File: src/rtl/neuro_fixed_pkg.sv
// Shared Q14 fixed-point helpers and soma FSM state codes.
// Provides ONE/HALF constants, the soma state type and sat_add.
package neuro_fixed_pkg;

  localparam int Q_WIDTH = 18;
  localparam int Q_FRAC  = 14;

  localparam logic signed [Q_WIDTH-1:0] Q_ONE  = 18'sd16384;
  localparam logic signed [Q_WIDTH-1:0] Q_HALF = 18'sd8192;

  typedef enum logic [1:0] {
    ST_INTEGRATE  = 2'd0,
    ST_BURST_WAIT = 2'd1,
    ST_REFRACT    = 2'd2
  } soma_state_e;

  // Add two signed values and clamp to a signed w-bit range.
  function automatic int sat_add(
    input int a,
    input int b,
    input int w
  );
    longint s;
    longint hi;
    longint lo;
    s  = longint'(a) + longint'(b);
    hi = (longint'(1) << (w - 1)) - 1;
    lo = -hi - 1;
    if (s > hi) s = hi;
    else if (s < lo) s = lo;
    return int'(s);
  endfunction

endpackage

File: src/rtl/somatic_spike_generator_if.sv
// Bundle of soma inputs (drive, BAC, threshold, reset level, tick)
// and outputs (spike, burst, bAP, membrane, count, state).
interface somatic_spike_generator_if #(
  parameter int WIDTH = 18,
  parameter int CNT_W = 16
);

  logic                    clk_en;
  logic signed [WIDTH-1:0] dendritic_input;
  logic                    bac_in;
  logic signed [WIDTH-1:0] v_threshold;
  logic signed [WIDTH-1:0] v_reset;

  logic                    spike_out;
  logic                    burst_active;
  logic                    bap_out;
  logic signed [WIDTH-1:0] v_mem;
  logic [CNT_W-1:0]        spike_count;
  logic [1:0]              state_out;

  modport master (
    output clk_en, dendritic_input, bac_in,
    output v_threshold, v_reset,
    input  spike_out, burst_active, bap_out,
    input  v_mem, spike_count, state_out
  );

  modport slave (
    input  clk_en, dendritic_input, bac_in,
    input  v_threshold, v_reset,
    output spike_out, burst_active, bap_out,
    output v_mem, spike_count, state_out
  );

endinterface

File: src/rtl/soma_leak_integrator.sv
// Combinational leak step: v + ((drive - v) >>> TAU_SHIFT), saturated.
// Ports: v, drive (signed WIDTH) in; v_next (signed WIDTH) out.
module soma_leak_integrator
  import neuro_fixed_pkg::*;
#(
  parameter int WIDTH     = Q_WIDTH,
  parameter int TAU_SHIFT = 3
) (
  input  logic signed [WIDTH-1:0] v,
  input  logic signed [WIDTH-1:0] drive,
  output logic signed [WIDTH-1:0] v_next
);

  logic signed [WIDTH:0] diff;
  logic signed [WIDTH:0] step;
  int                    sum;

  always_comb begin
    // One extra bit so drive - v never wraps.
    diff   = {drive[WIDTH-1], drive} - {v[WIDTH-1], v};
    step   = diff >>> TAU_SHIFT;
    sum    = sat_add(int'(v), int'(step), WIDTH);
    v_next = WIDTH'(sum);
  end

endmodule

File: src/rtl/somatic_spike_generator.sv
// Axon-hillock soma: leaky integration, single spikes or BAC bursts,
// refractory hold and bAP flag. Ports: clk, rst, io (slave bundle).
module somatic_spike_generator
  import neuro_fixed_pkg::*;
#(
  parameter int WIDTH        = Q_WIDTH,
  parameter int FRAC         = Q_FRAC,
  parameter int TAU_SHIFT    = 3,
  parameter int BURST_LEN    = 3,
  parameter int BURST_ISI    = 2,
  parameter int REFRAC_TICKS = 8,
  parameter int BAP_TICKS    = 2,
  parameter int CNT_W        = 16
) (
  input  logic clk,
  input  logic rst,
  somatic_spike_generator_if.slave io
);

  if (FRAC >= WIDTH || BURST_LEN < 1 ||
      BURST_ISI < 1 || REFRAC_TICKS < 1 ||
      BAP_TICKS < 1) begin : g_bad_cfg
    $error("somatic_spike_generator: bad parameters");
  end

  localparam int RW = $clog2(BURST_LEN + 1);
  localparam int IW = $clog2(BURST_ISI + 1);
  localparam int FW = $clog2(REFRAC_TICKS + 1);
  localparam int BW = $clog2(BAP_TICKS + 1);

  localparam logic [RW-1:0] REM_INIT = RW'(BURST_LEN - 1);
  localparam logic [IW-1:0] ISI_INIT = IW'(BURST_ISI);
  localparam logic [FW-1:0] REF_INIT = FW'(REFRAC_TICKS);
  localparam logic [BW-1:0] BAP_INIT = BW'(BAP_TICKS);

  soma_state_e             state_q, state_d;
  logic signed [WIDTH-1:0] v_mem_q, v_mem_d;
  logic [RW-1:0]           rem_q, rem_d;
  logic [IW-1:0]           isi_q, isi_d;
  logic [FW-1:0]           refrac_q, refrac_d;
  logic [BW-1:0]           bap_q, bap_d;
  logic [CNT_W-1:0]        count_q, count_d;
  logic                    burst_q, burst_d;
  logic                    spike_q, spike_d;
  logic                    fire;
  logic signed [WIDTH-1:0] v_next;

  soma_leak_integrator #(
    .WIDTH     (WIDTH),
    .TAU_SHIFT (TAU_SHIFT)
  ) u_leak (
    .v      (v_mem_q),
    .drive  (io.dendritic_input),
    .v_next (v_next)
  );

  always_comb begin
    state_d  = state_q;
    v_mem_d  = v_mem_q;
    rem_d    = rem_q;
    isi_d    = isi_q;
    refrac_d = refrac_q;
    bap_d    = bap_q;
    count_d  = count_q;
    burst_d  = burst_q;
    spike_d  = 1'b0;
    fire     = 1'b0;

    if (io.clk_en) begin
      if (bap_q != '0) bap_d = bap_q - 1'b1;

      unique case (state_q)
        ST_INTEGRATE: begin
          v_mem_d = v_next;
          if (v_next >= io.v_threshold) begin
            fire    = 1'b1;
            v_mem_d = io.v_reset;
            // bac_in matters only on the first spike.
            if (io.bac_in && BURST_LEN > 1) begin
              rem_d   = REM_INIT;
              isi_d   = ISI_INIT;
              burst_d = 1'b1;
              state_d = ST_BURST_WAIT;
            end else begin
              refrac_d = REF_INIT;
              state_d  = ST_REFRACT;
            end
          end
        end
        ST_BURST_WAIT: begin
          v_mem_d = io.v_reset;
          isi_d   = isi_q - 1'b1;
          if (isi_q == IW'(1)) begin
            fire  = 1'b1;
            rem_d = rem_q - 1'b1;
            if (rem_q == RW'(1)) begin
              burst_d  = 1'b0;
              refrac_d = REF_INIT;
              state_d  = ST_REFRACT;
            end else begin
              isi_d = ISI_INIT;
            end
          end
        end
        ST_REFRACT: begin
          v_mem_d  = io.v_reset;
          refrac_d = refrac_q - 1'b1;
          if (refrac_q == FW'(1)) state_d = ST_INTEGRATE;
        end
        default: state_d = ST_INTEGRATE;
      endcase

      if (fire) begin
        spike_d = 1'b1;
        count_d = count_q + 1'b1;
        bap_d   = BAP_INIT;
      end
    end
  end

  always_ff @(posedge clk or posedge rst) begin
    if (rst) begin
      state_q  <= ST_INTEGRATE;
      v_mem_q  <= '0;
      rem_q    <= '0;
      isi_q    <= '0;
      refrac_q <= '0;
      bap_q    <= '0;
      count_q  <= '0;
      burst_q  <= 1'b0;
      spike_q  <= 1'b0;
    end else begin
      state_q  <= state_d;
      v_mem_q  <= v_mem_d;
      rem_q    <= rem_d;
      isi_q    <= isi_d;
      refrac_q <= refrac_d;
      bap_q    <= bap_d;
      count_q  <= count_d;
      burst_q  <= burst_d;
      spike_q  <= spike_d;
    end
  end

  assign io.spike_out    = spike_q;
  assign io.burst_active = burst_q;
  assign io.bap_out      = (bap_q != '0);
  assign io.v_mem        = v_mem_q;
  assign io.spike_count  = count_q;
  assign io.state_out    = state_q;

endmodule

File: src/flat_wrapper.sv
// flat-port wrapper written by rule: the top's interface ports become plain ports
module somatic_spike_generator_flat import neuro_fixed_pkg::*;
#(
  parameter int WIDTH        = Q_WIDTH,
  parameter int FRAC         = Q_FRAC,
  parameter int TAU_SHIFT    = 3,
  parameter int BURST_LEN    = 3,
  parameter int BURST_ISI    = 2,
  parameter int REFRAC_TICKS = 8,
  parameter int BAP_TICKS    = 2,
  parameter int CNT_W        = 16
)
  (clk, rst, io_clk_en, io_dendritic_input, io_bac_in, io_v_threshold, io_v_reset, io_spike_out, io_burst_active, io_bap_out, io_v_mem, io_spike_count, io_state_out);
  somatic_spike_generator_if #(.WIDTH(WIDTH), .CNT_W(CNT_W)) io_i ();
  input  logic clk;
  input  logic rst;
  input wire logic [$bits(io_i.clk_en)-1:0] io_clk_en;
  input wire logic [$bits(io_i.dendritic_input)-1:0] io_dendritic_input;
  input wire logic [$bits(io_i.bac_in)-1:0] io_bac_in;
  input wire logic [$bits(io_i.v_threshold)-1:0] io_v_threshold;
  input wire logic [$bits(io_i.v_reset)-1:0] io_v_reset;
  output wire logic [$bits(io_i.spike_out)-1:0] io_spike_out;
  output wire logic [$bits(io_i.burst_active)-1:0] io_burst_active;
  output wire logic [$bits(io_i.bap_out)-1:0] io_bap_out;
  output wire logic [$bits(io_i.v_mem)-1:0] io_v_mem;
  output wire logic [$bits(io_i.spike_count)-1:0] io_spike_count;
  output wire logic [$bits(io_i.state_out)-1:0] io_state_out;
  assign io_i.clk_en = io_clk_en;
  assign io_i.dendritic_input = io_dendritic_input;
  assign io_i.bac_in = io_bac_in;
  assign io_i.v_threshold = io_v_threshold;
  assign io_i.v_reset = io_v_reset;
  assign io_spike_out = io_i.spike_out;
  assign io_burst_active = io_i.burst_active;
  assign io_bap_out = io_i.bap_out;
  assign io_v_mem = io_i.v_mem;
  assign io_spike_count = io_i.spike_count;
  assign io_state_out = io_i.state_out;
  somatic_spike_generator #(.WIDTH(WIDTH), .FRAC(FRAC), .TAU_SHIFT(TAU_SHIFT), .BURST_LEN(BURST_LEN), .BURST_ISI(BURST_ISI), .REFRAC_TICKS(REFRAC_TICKS), .BAP_TICKS(BAP_TICKS), .CNT_W(CNT_W)) u_core (.clk(clk), .rst(rst), .io(io_i));
endmodule
File: config.mk
export PLATFORM = sky130hd
export DESIGN_NAME = somatic_spike_generator_flat
export DESIGN_NICKNAME = d
export VERILOG_FILES = /design/src/rtl/neuro_fixed_pkg.sv /design/src/rtl/somatic_spike_generator_if.sv /design/src/rtl/soma_leak_integrator.sv /design/src/rtl/somatic_spike_generator.sv /design/src/flat_wrapper.sv
export SDC_FILE = /design/constraint.sdc
export NUM_CORES = 1
export LEC_CHECK = 0
export CORE_MARGIN = 5
export CORE_UTILIZATION = 40
export CTS_CLUSTER_DIAMETER = 30
export CTS_CLUSTER_SIZE = 30
export DETAILED_ROUTE_END_ITERATION = 6
export SETUP_SLACK_MARGIN = 0.3
export SLEW_MARGIN = 20
export SYNTH_ARGS = -nofsm -noshare
export SYNTH_HDL_FRONTEND = slang
export SYNTH_HIERARCHICAL = 1
export SYNTH_SLANG_ARGS = --single-unit
File: constraint.sdc
create_clock -name clk -period 9 [get_ports clk]
set_clock_uncertainty 0.15 [all_clocks]
set_input_delay 1.8 -clock clk [delete_from_list [all_inputs] [get_ports clk]]
set_output_delay 1.8 -clock clk [all_outputs]
set_load 0.05 [all_outputs]
== Word level (Yosys, flattened, before mapping) ==
Cells that the tools add are included.

* Register bits after elaboration: 48
* Output and inout port bits: 39

* Add/sub/neg operators: 7
* $lt $le $gt $ge: 3
* Equal/unequal tests: 11
* Muxes and demuxes: 35
* Reduce and logical (&&, ||, !) cells: 15

{| class="wikitable"
|+ Operators by type and width
! cell !! number
|-
| $mux 18 || 3
|-
| $pmux 18 s2 || 1
|-
| $mux 2 || 12
|-
| $add 18x16->19 || 1
|-
| $gt 19x18->1 const B || 1
|-
| $lt 19x18->1 const B || 1
|-
| $sub 18x18->19 || 1
|-
| $ge 18x18->1 || 1
|-
| $add 16x1->16 const B || 1
|-
| $mux 4 || 4
|-
| $pmux 4 s3 || 1
|-
| $reduce_and 6->1 || 2
|-
| $reduce_and 5->1 || 2
|-
| $mux 1 || 9
|-
| $ne 2x1->1 const B || 4
|-
| $pmux 2 s2 || 2
|-
| $reduce_bool 2->1 || 4
|-
| $eq 2x1->1 const B || 3
|-
| $pmux 2 s3 || 1
|-
| $reduce_and 2->1 || 3
|-
| $sub 2x1->2 const B || 3
|-
| $eq 4x1->1 const B || 1
|-
| $ne 2x2->1 const B || 2
|-
| $pmux 1 s2 || 2
|-
| other kinds (6) || 6
|}

== Logic depth before layout (Yosys ltp) ==
Gate-level depths: netlist (run 1).

* Word-level depth: 11
* Gate-level depth with buffers: 30
* Gate-level depth less buffers: 26

== By module ==
The synthesis (run 1) kept the hierarchy.

{| class="wikitable"
|+ Modules (own cells, without submodules)
! module !! instances !! cells each !! area each (um^2) !! sequential area each (um^2)
|-
| somatic_spike_generator || 1 || 327 || 2979.1 || 1201.2
|-
| soma_leak_integrator || 1 || 235 || 1735.4 || 0.0
|}

== Least setup slack after synthesis (run 1) ==
OpenSTA, ideal clock, no wires.

* Path kind: input port to flip-flop
* From: input io_dendritic_input[7]
* To: register u_core.v_mem_q[10], in the netlist u_core/io.v_mem[10]
* Library setup time: 132 ps
* Arrival: 7007 ps
* Path slack: 1711 ps
* Stages on the path: 26
* Path buffers: 2
* Cells stage by stage: ha_1 -> a211o_1 -> a21oi_1 -> nor3_1 -> a211oi_1 -> a21o_1 -> a31oi_1 -> xor2_1 -> ha_1 -> a21o_2 -> a31oi_1 -> o21ai_1 -> a2111oi_0 -> a21bo_2 -> and2_4 -> maj3_2 -> ha_1 -> a211oi_2 -> nor2_1 -> a2111oi_4 -> nor2_1 -> or3_1 -> buf_6 -> buf_6 -> mux2i_1 -> o21ai_1

* Longest elaborated chain between the ends: 8

{| class="wikitable"
|+ RTL lines
! element !! line !! RTL
|-
| start, declared || flat_wrapper.sv:18 || <nowiki>input wire logic [$bits(io_i.dendritic_input)-1:0] io_dendritic_input;</nowiki>
|-
| $sub 18x18->19 * || soma_leak_integrator.sv:20 || <nowiki>diff = {drive[WIDTH-1], drive} - {v[WIDTH-1], v};</nowiki>
|-
| $add 18x16->19 * || neuro_fixed_pkg.sv:26 || <nowiki>s = longint'(a) + longint'(b);</nowiki>
|-
| $lt 19x18->1 || neuro_fixed_pkg.sv:30 || <nowiki>else if (s < lo) s = lo;</nowiki>
|-
| $mux 18 || neuro_fixed_pkg.sv:30 ||
|-
| $mux 18 * || neuro_fixed_pkg.sv:29 || <nowiki>if (s > hi) s = hi;</nowiki>
|-
| net u_core.v_next[7] || somatic_spike_generator.sv:46 || <nowiki>logic signed [WIDTH-1:0] v_next;</nowiki>
|-
| $ge 18x18->1 * || somatic_spike_generator.sv:75 || <nowiki>if (v_next >= io.v_threshold) begin</nowiki>
|-
| $mux 18 * || somatic_spike_generator.sv:75 ||
|-
| $pmux 18 s2 * || somatic_spike_generator.sv:72 || <nowiki>unique case (state_q)</nowiki>
|-
| end signal, assigned || somatic_spike_generator.sv:134 || <nowiki>v_mem_q <= v_mem_d;</nowiki>
|-
| end, declared || somatic_spike_generator.sv:37 || <nowiki>logic signed [WIDTH-1:0] v_mem_q, v_mem_d;</nowiki>
|}

The timed path passes the listed nets; every way through them passes the cells marked *.
A chain may end at the register's enable or synchronous reset.

== Worst setup path after layout (run 1) ==
* From: input io_dendritic_input[3]
* To: register u_core.v_mem_q[16], in the netlist u_core/io.v_mem[16]

The elaborated chain is that of the path after synthesis.

==> results.sh, run 1 <==
export IMPL_hold_viol=0
export IMPL_register_area_um2=1200
export IMPL_cap_viol_max_count=0
export IMPL_clock_latency_ns=0.29
export IMPL_grt_ovfl_total=0
export IMPL_syn_cell_area_um2=4710
export IMPL_yosysTopAreaCellShare_pct=25.5
export IMPL_synthTopCellsByCount="63 x ha_1, 58 x inv_1, 57 x nand2_1"
export IMPL_hp_class="reg2reg"
export IMPL_cts_sinks=48
export IMPL_synth_area_leader_cell="dfrtp_1"
export IMPL_nets=776
export IMPL_die_y_um=119
export IMPL_async_reset_ff_share_pct=100
export IMPL_slew_headroom_pct=42.2
export IMPL_fmax_ghz=0.121
export IMPL_drtAntennaViolNets=0
export IMPL_multi_input_area_um2=3230
export IMPL_path_delay_family="compound AO/OA/AOI/OAI gates"
export IMPL_worst_slew_pin_slew_ns=0.866
export IMPL_critical_path_arrival_ns=8.26
export IMPL_grt_max_degree=49
export IMPL_critPathBufInv=2
export IMPL_cts_tree="done"
export IMPL_dieArea_um2=14100
export IMPL_status="completed"
export IMPL_rr_worst_depth=25
export IMPL_period_share_pct=91.8
export IMPL_synth_edf_count=0
export IMPL_cp_num_cells=26
export IMPL_post_cts_setup_buffer_count=0
export IMPL_die_x_um=119
export IMPL_cts_resized=0
export IMPL_clock_path_buffers=2
export IMPL_seq_area_frac_synth_pct=25.5
export IMPL_ctsHtreeMaxLevel=2
export IMPL_dp_hpwl_mm=9.69
export IMPL_synth_cells=562
export IMPL_start_util_pct=41.1
export IMPL_synth_area_leaders="dfrtp_1 25%, ha_1 17%, xor2_1 4.6%"
export IMPL_initialDrtViolationCount=198
export IMPL_tns_ns=0
export IMPL_drt_vias_per_instance=5.32
export IMPL_ys_warn_count=6
export IMPL_port_buffers=96
export IMPL_crit_top_cell="ha_1"
export IMPL_stdcell_count=798
export IMPL_worstHoldPathCells=1
export IMPL_synth_fp_nets=684
export IMPL_ys_seq_elements=48
export IMPL_grt_pass1_wl_mm=20.0
export IMPL_via_count=4244
export IMPL_rsz0062_at_grt="true"
export IMPL_crit_path_max_incr_delay_ns=0.47
export IMPL_synth_ff_type="dfrtp_1"
export IMPL_start_kind="primary input"
export IMPL_drive_gt1_share_pct=6.72
export IMPL_antenna_cells=0
export IMPL_syn_avg_cell_area_um2=8.39
export IMPL_cts_buffers=5
export IMPL_grt_pass1_vias=4327
export IMPL_drt_wl_total_mm=12.2
export IMPL_ys_types=69
export IMPL_required_ns=9.00
export IMPL_antenna_found_initial=0
export IMPL_yosysMostFrequentCell="ha_1"
export IMPL_placed_cells=790
export IMPL_core_area_um2=11500
export IMPL_clk_pin_slew_ns=0.07
export IMPL_slowest_stage="nor4_2"
export IMPL_cp_end_kind="register"
export IMPL_setup_violations_final=0
export IMPL_globalplace_congestion=0.828
export IMPL_postCtsHoldBufs=0
export IMPL_fillers=1118
export IMPL_critPathKind="in2reg"
export IMPL_grt_total_usage_pct=16.8
export IMPL_drc_errors=0
export IMPL_ioPinCount=97
export IMPL_final_max_slew_viol_count=0
export IMPL_rows=39
export IMPL_crit_fanout=18
export IMPL_wire_per_inst_um=15.3
export IMPL_clock_root_buffer="clkbuf_16"
export IMPL_area_delta_synth_final_pct=26.7
export IMPL_fin_crit_ns=8.26
export IMPL_dr_pass1_iters=6
-- layout by cell type, fill, tap and decap left out, types with 6 or more instances in the layout --
master / n
xnor2_1: 16
dfrtp_1: 48
o21ai_2: 8
o21ai_0: 41
nand3_1: 16
and3_1: 6
nor3_1: 9
a21oi_1: 34
ha_1: 63
a21o_1: 14
o21a_1: 6
inv_1: 57
xor2_1: 25
nand2b_1: 6
nand2_1: 57
mux2i_1: 18
clkdlybuf4s50_1: 96
nor2_1: 36
-- metrics by stage --
step | worst slack, ns | hold WS (ns) | utilization (%) | area, um2
2_1_floorplan | 1.71 | 0.300 | - | 4710
3_3_place_gp | 0.338 | 0.314 | 50.5 | 5790
3_5_place_dp | 0.209 | 0.315 | 50.5 | 5790
4_1_cts | 0.510 | 0.328 | 52.0 | 5960
5_1_grt | 0.234 | 0.358 | 52.1 | 5970
6_report | 0.738 | 0.328 | 52.1 | 5970
-- metal layers --
metal | up-vias | wire [um] | global-route usage [%]
met5 | - | 0 | 0
met4 | 0 | 121 | 3.19
met3 | 6 | 637 | 4.15
met2 | 78 | 5790 | 29.0
met1 | 1999 | 5630 | 21.5
li1 | 2161 | - | -
-- worst paths after layout --
| check | startpoint | endpoint | slack, ns |
|---|---|---|---|
| min in group asynchronous | rst | u_core/io.spike_count[2] | 1.82 |
| worst max-delay path | io_dendritic_input[3] | u_core/io.v_mem[16] | 0.74 |
| worst min-delay path | u_core/io.spike_count[15] | u_core/io.spike_count[15] | 0.33 |
| worst min register to register | u_core/io.spike_count[15] | u_core/io.spike_count[15] | 0.33 |
| max in group asynchronous | rst | u_core/io.v_mem[8] | 6.36 |
| worst max register to register | u_core/io.v_mem[1] | u_core/io.v_mem[16] | 2.14 |
-- kinds of logic (layout without fill, tap and decap cells) --
| kind of cell | count (synthesis) | count (layout) | share of synthesized area, % |
|---|---|---|---|
| flops | 48 | 48 | 25.5 |
| buf+inv | 71 | 164 | 6.34 |
| mux | 19 | 19 | 4.06 |
| fa+ha+maj | 66 | 66 | 17.6 |
| xor+xnor | 42 | 42 | 7.96 |
| simple gates | 158 | 158 | 15.8 |
| compound gates | 158 | 158 | 22.7 |
-- state kept, by name, indices dropped and copies added, names as in the netlist --
| register | count |
|---|---|
| u_core/isi_q | 2 |
| u_core/io.burst_active | 1 |
| u_core/io.spike_count | 16 |
| u_core/io.state_out | 2 |
| u_core/bap_q | 2 |
| u_core/refrac_q | 4 |
| u_core/io.spike_out | 1 |
| u_core/rem_q | 2 |
| u_core/io.v_mem | 18 |
-- layout make-up --
cell class,count,share of cell area (%)
Sequential cell,48,20.1
Inverter,58,3.66
Timing Repair Buffer,98,16.3
Clock inverter,3,0.712
Multi-Input combinational cell,443,54.1
Clock buffer,5,2.09
Tap cell,143,2.99
Power of run 1 is left out: the tool's default activity adds up to more than one toggle a clock period on the data nets, which glitch-free logic cannot reach.
==> inputs of run 2 (changes only) <==
--- a/config.mk
+++ b/config.mk
@@ -6,10 +6,11 @@
 export NUM_CORES = 1
 export LEC_CHECK = 0
 export CORE_MARGIN = 5
-export CORE_UTILIZATION = 40
+export CORE_UTILIZATION = 57
 export CTS_CLUSTER_DIAMETER = 30
 export CTS_CLUSTER_SIZE = 30
 export DETAILED_ROUTE_END_ITERATION = 6
+export PLACE_DENSITY = 0.88
 export SETUP_SLACK_MARGIN = 0.3
 export SLEW_MARGIN = 20
 export SYNTH_ARGS = -nofsm -noshare
==> results.sh, run 2 (synthesized netlist as in run 1, its figures left out) <==
export IMPL_status="completed"
export IMPL_r2r_slack_ns=2.14
export IMPL_hold_viol=0
export IMPL_cts_sinks=48
export IMPL_drt_wl_total_mm=12.3
export IMPL_r2r_start="u_core/io.v_mem[1]"
export IMPL_initialDrtViolationCount=212
export IMPL_ctsHtreeMaxLevel=2
export IMPL_die_x_um=101
export IMPL_hp_class="reg2reg"
export IMPL_crit_top_cell="ha_1"
export IMPL_layout_setup_ws_ns=0.760
export IMPL_grt_pass1_wl_mm=20.5
export IMPL_slowest_stage="a2111oi_4"
export IMPL_grt_max_degree=49
export IMPL_worstHoldPathCells=1
export IMPL_dpl_worst_slack_ns=0.151
export IMPL_drt_vias_per_instance=5.90
export IMPL_fin_crit_ns=8.24
export IMPL_final_common_cell="clkdlybuf4s50_1"
export IMPL_grt_ovfl_total=0
export IMPL_clock_latency_ns=0.30
export IMPL_required_ns=9.05
export IMPL_drtAntennaViolNets=0
export IMPL_stdcell_count=760
export IMPL_fmax_ghz=0.121
export IMPL_crit_fanout=14
export IMPL_clock_root_buffer="clkbuf_8"
export IMPL_path_delay_family="compound AO/OA/AOI/OAI gates"
export IMPL_cp_end_kind="register"
export IMPL_crit_chain="clkdlybuf4s50_1 > ha_1 > a211o_1 > a21oi_1 > nor3_1 > a211oi_1 > a21o_1 > a31oi_1 > xor2_1 > ha_1 > a21o_2 > a31oi_1 > o21ai_1 > a2111oi_1 > a21bo_2 > a21oi_4 > o21ai_0 > ha_1 > a21oi_1 > o21ai_0 > a2111oi_4 > o31ai_2 > o21ai_2 > mux2_2"
export IMPL_critPathKind="in2reg"
export IMPL_fillers=625
export IMPL_cap_viol_max_count=0
export IMPL_start_kind="primary input"
export IMPL_globalplace_congestion=0.895
export IMPL_start_util_pct=58.0
export IMPL_nets=776
export IMPL_via_count=4486
export IMPL_post_cts_setup_buffer_count=0
export IMPL_hp_start="u_core/io.spike_count[15]"
export IMPL_area_delta_synth_final_pct=24.6
export IMPL_dieArea_um2=10200
export IMPL_antenna_cells=0
export IMPL_dr_pass1_iters=5
export IMPL_drc_errors=0
export IMPL_wire_per_inst_um=16.2
export IMPL_rows=33
export IMPL_rsz0062_at_grt="false"
export IMPL_clk_pin_slew_ns=0.10
export IMPL_core_area_um2=8130
export IMPL_holdPathEnd="u_core/io.spike_count[15]"
export IMPL_period_share_pct=91.6
export IMPL_final_cell_mix="96 x clkdlybuf4s50_1, 63 x ha_1, 57 x nand2_1, 57 x inv_1, 48 x dfrtp_1"
export IMPL_rr_worst_depth=23
export IMPL_critical_path_arrival_ns=8.29
export IMPL_port_buffers=96
export IMPL_dp_hpwl_mm=9.68
export IMPL_setup_violations_final=0
export IMPL_cts_buffers=5
export IMPL_placed_cells=752
export IMPL_grt_total_usage_pct=24.3
export IMPL_worst_slew_pin_slew_ns=0.859
export IMPL_antenna_found_initial=0
export IMPL_largest_reg_flops=18
export IMPL_critPathBufInv=1
export IMPL_postCtsHoldBufs=0
export IMPL_die_y_um=101
export IMPL_slew_headroom_pct=42.7
export IMPL_regToRegEndpoint="u_core/io.spike_count[1]"
export IMPL_cts_tree="done"
export IMPL_drive_gt1_share_pct=6.72
export IMPL_final_max_slew_viol_count=0
export IMPL_ioPinCount=97
export IMPL_crit_path_max_incr_delay_ns=0.51
export IMPL_clock_path_buffers=2
export IMPL_tns_ns=0
export IMPL_grt_pass1_vias=4603
-- run 2: repair_timing --
action | CTS | global route
endpoints found under the setup margin | 0 | 39
gates resized for setup | 0 | 5
endpoints found under the hold margin | 0 | 0
-- run 2: layout make-up --
type	instances	area [um2]	area share (%)
Multi-Input combinational cell	443	3230	55.0
Sequential cell	48	1200	20.4
Timing Repair Buffer	98	976	16.6
Inverter	58	219	3.73
Tap cell	105	131	2.24
Clock buffer	5	68.8	1.17
Clock inverter	3	46.3	0.788
-- run 2: how the worst max path moves through the flow --
stage                           from                       end  slack [ns]  cells after the start
3_3_place_gp   io_dendritic_input[3]  u_core/io.spike_count[1]        0.42                     24
5_1_grt        io_dendritic_input[7]        u_core/io.v_mem[2]        0.34                     26
2_1_floorplan  io_dendritic_input[7]       u_core/io.v_mem[10]        1.71                     26
3_5_place_dp   io_dendritic_input[3]  u_core/io.spike_count[1]        0.15                     24
4_1_cts        io_dendritic_input[3]  u_core/io.spike_count[1]        0.46                     24
6_report       io_dendritic_input[7]  u_core/io.spike_count[1]        0.76                     24
-- run 2: routing by layer --
metal,wire [um],share of wire [%],track usage (%)
met5,0,0,0
met3,684,5.6,2.84
met2,6100,50,43.7
met4,329,2.7,8.08
met1,5170,42,29.9
-- run 2: stage by stage --
| step | hold slack [ns] | util [%] | instance area, um2 |
|---|---|---|---|
| after global routing | 0.361 | 72.2 | 5870 |
| final | 0.324 | 72.2 | 5870 |
| after floorplan | 0.300 | - | 4710 |
| after detailed placement | 0.309 | 70.6 | 5740 |
| after CTS | 0.330 | 72.0 | 5860 |
| after global placement | 0.312 | 70.6 | 5740 |
-- run 2: worst reg2reg max path, delay by kind of cell (launching register included) --
kind | cells | cell delay (ns)
XOR/XNOR | 1 | 0.15
adder cells (fa/ha/maj) | 3 | 1.03
AO/OA/AOI/OAI | 16 | 4.32
AND/OR/NAND/NOR | 1 | 0.14
buffers and inverters | 1 | 0.07
flip-flops | 1 | 0.47
multiplexers | 1 | 0.40
Power of run 2 is left out for the same reason.
==> inputs of run 3 (changes only) <==
--- a/config.mk
+++ b/config.mk
@@ -6,11 +6,11 @@
 export NUM_CORES = 1
 export LEC_CHECK = 0
 export CORE_MARGIN = 5
-export CORE_UTILIZATION = 57
+export CORE_UTILIZATION = 48
 export CTS_CLUSTER_DIAMETER = 30
 export CTS_CLUSTER_SIZE = 30
 export DETAILED_ROUTE_END_ITERATION = 6
-export PLACE_DENSITY = 0.88
+export PLACE_DENSITY = 0.79
 export SETUP_SLACK_MARGIN = 0.3
 export SLEW_MARGIN = 20
 export SYNTH_ARGS = -nofsm -noshare
==> constraint.sdc (replaced) <==
create_clock -name clk -period 6.64 [get_ports clk]
set_clock_uncertainty 0.15 [all_clocks]
set_input_delay 1.328 -clock clk [delete_from_list [all_inputs] [get_ports clk]]
set_output_delay 1.328 -clock clk [all_outputs]
set_load 0.05 [all_outputs]
==> results.sh, run 3 (synthesized netlist as in run 1, its figures left out) <==
export IMPL_status="complete, but fails checks"
export IMPL_violations="negative setup slack"
export IMPL_cap_viol_max_count=0
export IMPL_final_common_cell="buf_4"
export IMPL_postCtsHoldBufs=0
export IMPL_cts_sinks=48
export IMPL_start_util_pct=48.7
export IMPL_drt_vias_per_instance=5.73
export IMPL_ctsHtreeMaxLevel=2
export IMPL_grt_pass1_vias=5257
export IMPL_critical_path_arrival_ns=6.87
export IMPL_via_count=5231
export IMPL_clock_root_buffer="clkbuf_8"
export IMPL_cts_buffers=5
export IMPL_grt_pass1_wl_mm=23.6
export IMPL_drive_gt1_share_pct=33.8
export IMPL_largest_reg_flops=18
export IMPL_hold_viol=0
export IMPL_initialDrtViolationCount=310
export IMPL_required_ns=6.71
export IMPL_crit_path_max_incr_delay_ns=0.33
export IMPL_r2r_slack_ns=0.40
export IMPL_rows=36
export IMPL_globalplace_congestion=0.870
export IMPL_clk_pin_slew_ns=0.10
export IMPL_path_delay_family="compound AO/OA/AOI/OAI gates"
export IMPL_die_y_um=109
export IMPL_antenna_cells=0
export IMPL_die_x_um=109
export IMPL_critPathBufInv=10
export IMPL_cts_tree="done"
export IMPL_start_kind="primary input"
export IMPL_crit_fanout=4
export IMPL_area_delta_synth_final_pct=62.0
export IMPL_fmax_ghz=0.147
export IMPL_rsz0062_at_grt="true"
export IMPL_crit_top_cell="buf_4"
export IMPL_period_share_pct=102
export IMPL_critPathKind="in2reg"
export IMPL_dpl_cell_area_um2=6600
export IMPL_drc_errors=0
export IMPL_worst_slew_pin_slew_ns=0.858
export IMPL_drtAntennaViolNets=0
export IMPL_port_buffers=96
export IMPL_layout_setup_ws_ns=-0.161
export IMPL_grt_max_degree=49
export IMPL_finalInstanceArea_um2=7640
export IMPL_final_max_slew_viol_count=0
export IMPL_antenna_found_initial=0
export IMPL_grt_ovfl_total=0
export IMPL_wire_per_inst_um=18.2
export IMPL_core_area_um2=9680
export IMPL_fin_crit_ns=6.80
export IMPL_grt_total_usage_pct=24.8
export IMPL_drt_wl_total_mm=16.6
export IMPL_setup_violations_final=41
export IMPL_clock_path_buffers=2
export IMPL_dr_pass1_iters=5
export IMPL_dieArea_um2=11900
export IMPL_ioPinCount=97
export IMPL_slew_headroom_pct=42.8
export IMPL_nets=901
export IMPL_slowest_stage="ha_1"
export IMPL_cp_end_kind="register"
export IMPL_dp_hpwl_mm=10.8
export IMPL_clock_latency_ns=0.31
export IMPL_final_cell_mix="114 x buf_4, 84 x clkdlybuf4s50_1, 57 x inv_1"
export IMPL_hp_class="reg2reg"
[run 3: final timing paths]
| kind | from | end | depth (start not counted) |
|---|---|---|---|
| min reg2reg | u_core/io.spike_count[14] | u_core/io.spike_count[14] | 1 |
| max in group asynchronous | rst | u_core/refrac_q[3] | 2 |
| min | u_core/io.spike_count[14] | u_core/io.spike_count[14] | 1 |
| max | io_dendritic_input[8] | u_core/io.spike_count[15] | 33 |
| min in group asynchronous | rst | u_core/io.spike_out | 2 |
| max reg2reg | u_core/io.v_mem[7] | u_core/io.spike_count[15] | 33 |
[run 3: repair_timing]
item,in CTS,in global routing
setup buffers,20,6
pin swaps,73,41
gates cloned,1,0
resized for setup,127,63
setup endpoints to repair,48,48
[run 3: cell type report]
class | count | area [um2]
multi-input cells | 443 | 4010
well taps | 133 | 166
clock inverters | 2 | 13.8
clock buffers | 6 | 82.6
fillers | 615 | 2050
inverters | 58 | 219
repair buffers | 223 | 1950
flip-flops and latches | 48 | 1200
[run 3: worst register-to-register path: cells and delay by family, from the launching register on]
family / cells / cell delay, ns
AO/OA/AOI/OAI: 13 / 2.26
XOR/XNOR: 2 / 0.47
adder cells (fa/ha/maj): 3 / 0.85
buffers and inverters: 10 / 1.33
flip-flops: 1 / 0.43
AND/OR/NAND/NOR: 5 / 0.66
[run 3: per-stage QoR]
stage | setup WS [ns] | hold WS (ns) | cells | setup TNS, ns | utilization, %
floorplan | 0.0938 | 0.300 | 562 | 0 | -
global placement | -0.713 | 0.314 | 878 | -29.26 | 68.1
detailed placement | -1.05 | 0.314 | 878 | -43.81 | 68.1
CTS | 0.0411 | 0.340 | 907 | 0 | 74.7
global route | -0.428 | 0.386 | 913 | -14.57 | 78.9
finish | -0.161 | 0.370 | 913 | -2.90 | 78.9
[run 3: per-layer routing]
metal	vias up	share of wire, %	track usage [%]	routed length (um)
met2	218	53	47.1	8750
met1	2552	40	29.0	6590
met5	-	0	0	0
met3	43	5.1	2.90	846
li1	2418	-	-	-
met4	0	2.7	6.85	444
Power of run 3 is left out for the same reason.
